[src/rtl/sample_fetch_pkg.sv]
// Shared types and default parameters for the sample fetch controller.
package sample_fetch_pkg;

  localparam int ADDR_W_DEF      = 15;
  localparam int DATA_W_DEF      = 16;
  localparam int NUM_SAMPLES_DEF = 16;
  localparam int RD_LATENCY_DEF  = 2;
  localparam int IDX_W           = 6;

  typedef enum logic [2:0] {
    ST_IDLE    = 3'd0,
    ST_ISSUE   = 3'd1,
    ST_WAIT    = 3'd2,
    ST_CAPTURE = 3'd3,
    ST_DONE    = 3'd4
  } fetch_state_e;

endpackage

[src/rtl/ring_addr_gen.sv]
// Ring read pointer: loads base/end on reset release, increments on advance,
// and wraps from the captured end back to the live base (re-sampling both).
module ring_addr_gen #(
  parameter int ADDR_W = 15
) (
  input  logic              clk,
  input  logic              rst_n,
  input  logic [ADDR_W-1:0] ram_base,
  input  logic [ADDR_W-1:0] ram_end,
  input  logic              advance,
  output logic [ADDR_W-1:0] ptr
);

  logic              load_pend_q, load_pend_d;
  logic [ADDR_W-1:0] ptr_q, ptr_d;
  logic [ADDR_W-1:0] end_q, end_d;
  logic [ADDR_W-1:0] cur_ptr, cur_end;

  // Until the first clock after reset the live inputs stand in for the
  // registered copies, so the pointer reads as ram_base during reset.
  always_comb begin
    cur_ptr     = load_pend_q ? ram_base : ptr_q;
    cur_end     = load_pend_q ? ram_end  : end_q;
    ptr_d       = cur_ptr;
    end_d       = cur_end;
    load_pend_d = 1'b0;
    if (advance) begin
      if (cur_ptr == cur_end) begin
        ptr_d = ram_base;
        end_d = ram_end;
      end else begin
        ptr_d = cur_ptr + 1'b1;
      end
    end
  end

  always_ff @(posedge clk or negedge rst_n) begin
    if (!rst_n) begin
      load_pend_q <= 1'b1;
      ptr_q       <= '0;
      end_q       <= '0;
    end else begin
      load_pend_q <= load_pend_d;
      ptr_q       <= ptr_d;
      end_q       <= end_d;
    end
  end

  assign ptr = cur_ptr;

endmodule

[src/rtl/sample_fetch_ctrl.sv]
// Frame fetch controller: on tick, reads NUM_SAMPLES words from a RAM ring
// into a sample bank. Optional overrun_cnt output with SAMPLE_FETCH_OVERRUN_CNT_EN.
module sample_fetch_ctrl
  import sample_fetch_pkg::*;
#(
  parameter int ADDR_W      = ADDR_W_DEF,
  parameter int DATA_W      = DATA_W_DEF,
  parameter int NUM_SAMPLES = NUM_SAMPLES_DEF,
  parameter int RD_LATENCY  = RD_LATENCY_DEF
) (
  input  logic              Clk,
  input  logic              Reset_n,
  input  logic              tick,
  input  logic [ADDR_W-1:0] ram_base,
  input  logic [ADDR_W-1:0] ram_end,
  output logic [ADDR_W-1:0] ram_addr,
  output logic              ram_rden,
  input  logic [DATA_W-1:0] ram_q,
  output logic              sample_we,
  output logic [IDX_W-1:0]  sample_idx,
  output logic [DATA_W-1:0] sample_data,
  output logic              frame_valid,
  input  logic              frame_ack,
  output logic              busy,
  output logic              overrun
`ifdef SAMPLE_FETCH_OVERRUN_CNT_EN
  ,
  output logic [7:0]        overrun_cnt
`endif
);

  localparam logic [IDX_W-1:0] SLOT_LAST = IDX_W'(NUM_SAMPLES - 1);
  localparam logic [1:0]       WAIT_LAST = 2'(RD_LATENCY - 2);

  fetch_state_e     state_q, state_d;
  logic [IDX_W-1:0] slot_q, slot_d;
  logic [1:0]       wait_q, wait_d;
  logic             fv_q, fv_d;
  logic             ovr_q, ovr_d;
  logic             tick_drop;
  logic             advance;

  ring_addr_gen #(.ADDR_W(ADDR_W)) u_ring (
    .clk      (Clk),
    .rst_n    (Reset_n),
    .ram_base (ram_base),
    .ram_end  (ram_end),
    .advance  (advance),
    .ptr      (ram_addr)
  );

  always_comb begin
    state_d     = state_q;
    slot_d      = slot_q;
    wait_d      = wait_q;
    fv_d        = fv_q;
    tick_drop   = 1'b0;
    advance     = 1'b0;
    ram_rden    = 1'b0;
    sample_we   = 1'b0;
    sample_idx  = '0;
    sample_data = '0;
    busy        = 1'b0;
    if (fv_q && frame_ack) fv_d = 1'b0;
    unique case (state_q)
      ST_IDLE: begin
        // An ack in the same cycle frees the bank, so the tick is accepted.
        if (tick) begin
          if (!fv_q || frame_ack) begin
            state_d = ST_ISSUE;
            slot_d  = '0;
          end else begin
            tick_drop = 1'b1;
          end
        end
      end
      ST_ISSUE: begin
        ram_rden = 1'b1;
        busy     = 1'b1;
        wait_d   = '0;
        state_d  = (RD_LATENCY == 1) ? ST_CAPTURE : ST_WAIT;
      end
      ST_WAIT: begin
        ram_rden = 1'b1;
        busy     = 1'b1;
        if (wait_q == WAIT_LAST) state_d = ST_CAPTURE;
        else                     wait_d  = wait_q + 2'd1;
      end
      ST_CAPTURE: begin
        sample_we   = 1'b1;
        sample_idx  = slot_q;
        sample_data = ram_q;
        busy        = 1'b1;
        advance     = 1'b1;
        if (slot_q == SLOT_LAST) begin
          state_d = ST_DONE;
          fv_d    = 1'b1;
        end else begin
          slot_d  = slot_q + 1'b1;
          state_d = ST_ISSUE;
        end
      end
      ST_DONE: state_d = ST_IDLE;
      default: state_d = ST_IDLE;
    endcase
    ovr_d = ovr_q | tick_drop;
  end

  always_ff @(posedge Clk or negedge Reset_n) begin
    if (!Reset_n) begin
      state_q <= ST_IDLE;
      slot_q  <= '0;
      wait_q  <= '0;
      fv_q    <= 1'b0;
      ovr_q   <= 1'b0;
    end else begin
      state_q <= state_d;
      slot_q  <= slot_d;
      wait_q  <= wait_d;
      fv_q    <= fv_d;
      ovr_q   <= ovr_d;
    end
  end

  assign frame_valid = fv_q;
  assign overrun     = ovr_q;

`ifdef SAMPLE_FETCH_OVERRUN_CNT_EN
  logic [7:0] ovr_cnt_q, ovr_cnt_d;

  always_comb begin
    ovr_cnt_d = ovr_cnt_q;
    if (tick_drop && (ovr_cnt_q != 8'hFF)) ovr_cnt_d = ovr_cnt_q + 8'd1;
  end

  always_ff @(posedge Clk or negedge Reset_n) begin
    if (!Reset_n) ovr_cnt_q <= '0;
    else          ovr_cnt_q <= ovr_cnt_d;
  end

  assign overrun_cnt = ovr_cnt_q;
`endif

endmodule

[config.mk]
export PLATFORM = sky130hd
export DESIGN_NAME = sample_fetch_ctrl
export DESIGN_NICKNAME = d
export VERILOG_FILES = /design/src/rtl/sample_fetch_pkg.sv /design/src/rtl/ring_addr_gen.sv /design/src/rtl/sample_fetch_ctrl.sv
export SDC_FILE = /design/constraint.sdc
export NUM_CORES = 1
export LEC_CHECK = 0
export CAP_MARGIN = 30
export CORE_MARGIN = 5
export CORE_UTILIZATION = 35
export DETAILED_ROUTE_END_ITERATION = 10
export GPL_TIMING_DRIVEN = 0
export HOLD_SLACK_MARGIN = 0.15
export MAX_ROUTING_LAYER = met4
export SLEW_MARGIN = 15
export SYNTH_ARGS = -nofsm -noshare
export SYNTH_HDL_FRONTEND = slang
export SYNTH_HIERARCHICAL = 1
export SYNTH_SLANG_ARGS = --single-unit
[constraint.sdc]
create_clock -name Clk -period 2.1 [get_ports Clk]
set_input_delay 0.42 -clock Clk [delete_from_list [all_inputs] [get_ports Clk]]
set_output_delay 0.42 -clock Clk [all_outputs]
set_load 0.005 [all_outputs]
==> out/metrics.cfg <==
[run_status]
status = finished, violations left
violations = negative setup slack

[power]
clkPwrFrac = 0.150
power.total_mw = 3.719
peakVddDrop_uv = 391.8
internal-power_mw = 2.320
p_leak_nw = 2.409
switching_share = 0.3762
p_switching_mw = 1.399
pwr-share-seq = 0.318
powerDensity_nw_per_um2 = 737.6
power.share.combinational = 0.532

[place]
dp_hpwl_um = 6744
post-place-ws_ns = -0.5498
dpl_cell_area_um2 = 4195
gp_congestion = 0.8370
dp.cells = 513
port_buffers = 91

[worst_setup_path]
startpoint_type = flip-flop
crit_path_end_kind = output pin
critPathMaxFanout = 6
r2r-start = u_ring/load_pend_q$_DFF_PN1_
rrSetupSlack_ns = -0.02
arrival_ns = 1.73
reg2reg_depth = 9
required_ns = 1.68
timing.rr.end = u_ring/ptr_q[14]$_DFF_PN0_
critPathKind = reg2out

[routing]
drt-wirelength-per-cell_um = 17.42
drc = 0
ant_nets = 0
drt_first_pass_iters = 4
via_count = 2920
dr.first_iter.drc_count = 199
viasPerCell = 5.159
wl_um = 9858

[logic_synthesis]
syn_nets = 366
synth_cell_types = 63
synth-async-reset-ratio = 1.000
ys_seq_area_frac = 0.3525
synth_cells = 313
synth_flop_cell = dfrtp_1
synthesis.area_um2 = 3127
ys_seq_elements = 44
syn_area_per_cell_um2 = 9.990
synth_edf_count = 0
synth_warnings = 6

[grt]
grt_max_degree = 27
overflow = 0
antenna_found_initial = 0
grt-busiest-layer = met2
grtUsageMet2 = 0.2765
grt_usage = 0.1750
grt_pass1_vias = 2998
grt_pass1_wl_um = 15320
grt_use_met3 = 0.02607
grt_use_met1 = 0.2409

[sta]
finalClockSkew_ns = 0.003867
timing.hold.ws_ns = 0.1533
hold_viol = 0
fmax_mhz = 465.1
period_needed_ns = 2.150
finalSetupViolCount = 6
max_slew_margin = 0.5577
tightest_slew_ns = 0.6635
finalSetupTns_ns = -0.1645
drv_slew = 0
rsz0062_at_grt = true
post-route-period-util = 1.024
setup_ws_ns = -0.04995

[floorplan]
die_area_um2 = 10920
rows = 34
start_util = 0.3585
die_h_um = 104.5
pin_count = 92
dieWidth_um = 104.5
core_area_um2 = 8721

[hold_path]
hp-class = in2async

[clock_network]
clk_latency_ns = 0.29
cts.sinks = 44
root_buffer = clkbuf_8
cts_made_buffers = 5
clk_pin_slew_ns = 0.08
cts_max_level = 2
clockBufferDepth = 2
cts_tree = yes

[flow_run]
max-cap-violations = 0

[final_layout]
post-route-util = 0.5782
fill_cells = 740
postLayoutCellArea_um2 = 5042
multi_input_area_um2 = 2157
layout.area.seq_um2 = 1109
nNetsFinal = 510
layoutNonFillerInstCount = 566
drive_above_1_share = 0.3275
antenna_cells = 0
area_growth_pct = 61.26

==> state kept, by name, indices dropped and copies added, names as in the netlist <==
register,count
slot_q,6
u_ring/load_pend_q,1
state_q,3
frame_valid,1
u_ring/end_q,15
overrun,1
wait_q,2
u_ring/ptr_q,15
==> layout make-up <==
class | instances | area share
Buffer | 13 | 0.02953
Multi-Input combinational cell | 242 | 0.4278
Tap cell | 108 | 0.02680
Inverter | 14 | 0.01141
Clock buffer | 8 | 0.01787
Sequential cell | 44 | 0.2199
Timing Repair Buffer | 137 | 0.2667
==> critical path, stage by stage (launching register included) <==
cell and delay (ns):
dfstp_2 0.56, buf_8 0.12, buf_12 0.13, buf_16 0.12
buf_6 0.09, mux2_4 0.31, buf_6 0.12
==> power groups by stage <==
stage	Sequential, mW	Clock (mW)	Combinational, mW
after floorplan	1.13	0	0.947
after global placement	1.17	0	1.67
after detailed placement	1.17	0	1.69
after CTS	1.17	0.569	1.88
after global routing	1.21	0.616	2.14
final	1.18	0.557	1.98
==> placed cells by master (no fill, tap or decap), types with 7 or more instances in the layout <==
master	count
dfrtp_1	38
dlygate4sd2_1	37
buf_4	33
and2_1	24
clkdlybuf4s50_1	22
xnor2_1	21
mux2_4	20
nor2_1	17
buf_6	16
mux2i_1	13
dlymetal6s2s_1	13
nand3_1	11
inv_1	10
nand2_1	10
o21ai_0	9
clkbuf_8	8
xor2_1	8
a22oi_1	7
clkdlybuf4s15_1	7
==> worst max path at each step <==
stage | from | endpoint | slack, ns | cells past startpoint
after floorplan | state_q[2]$_DFFE_PN0P_ | u_ring/end_q[10]$_DFF_PN0_ | 0.05 | 7
after global placement | Reset_n | u_ring/end_q[8]$_DFF_PN0_ | -0.72 | 1
after detailed placement | ram_base[3] | u_ring/end_q[13]$_DFF_PN0_ | -0.55 | 8
after CTS | u_ring/load_pend_q$_DFF_PN1_ | ram_addr[11] | -0.06 | 6
after global routing | u_ring/load_pend_q$_DFF_PN1_ | ram_addr[11] | -0.1 | 6
final | u_ring/load_pend_q$_DFF_PN1_ | ram_addr[11] | -0.05 | 6
==> synthesized netlist by cell type (9+ instances only) <==
library cell / n / area share
mux2i_1: 19 / 0.061
nor2_1: 18 / 0.022
nand3_1: 15 / 0.024
mux2_2: 14 / 0.050
nand2_1: 10 / 0.012
xnor2_1: 24 / 0.067
o21ai_0: 9 / 0.014
and2_1: 24 / 0.048
inv_1: 14 / 0.017
dfrtp_1: 43 / 0.34
mux2_4: 10 / 0.048
==> per-layer routing <==
layer | part of all wire | wire length, um | vias up
met3 | 0.044 | 434 | 6
met4 | 0.0079 | 78 | 0
li1 | - | - | 1413
met1 | 0.46 | 4544 | 1418
met2 | 0.49 | 4800 | 83
met5 | 0 | 0 | -
==> logic make-up (layout without fill, tap and decap cells) <==
| family | after synthesis | after routing | synth area share |
|---|---|---|---|
| AO/OA/AOI/OAI | 56 | 56 | 0.1361 |
| AND/OR/NAND/NOR | 107 | 107 | 0.2001 |
| multiplexers | 43 | 43 | 0.1593 |
| flip-flops | 44 | 44 | 0.3525 |
| adder cells (fa/ha/maj) | 3 | 3 | 0.01201 |
| other | 1 | 1 | 0.001199 |
| buffers and inverters | 27 | 172 | 0.04922 |
| XOR/XNOR | 32 | 32 | 0.08964 |
==> timing repair <==
action                                  CTS  global route
cloned                                    1             1
endpoints found under the setup margin   68            35
hold buffers                              0             0
endpoints found under the hold margin     0             0
pin swaps                                 5            18
resized for setup                       139            54
buffers inserted                         34             9
No activity file was read; power rests on OpenSTA's default activity.
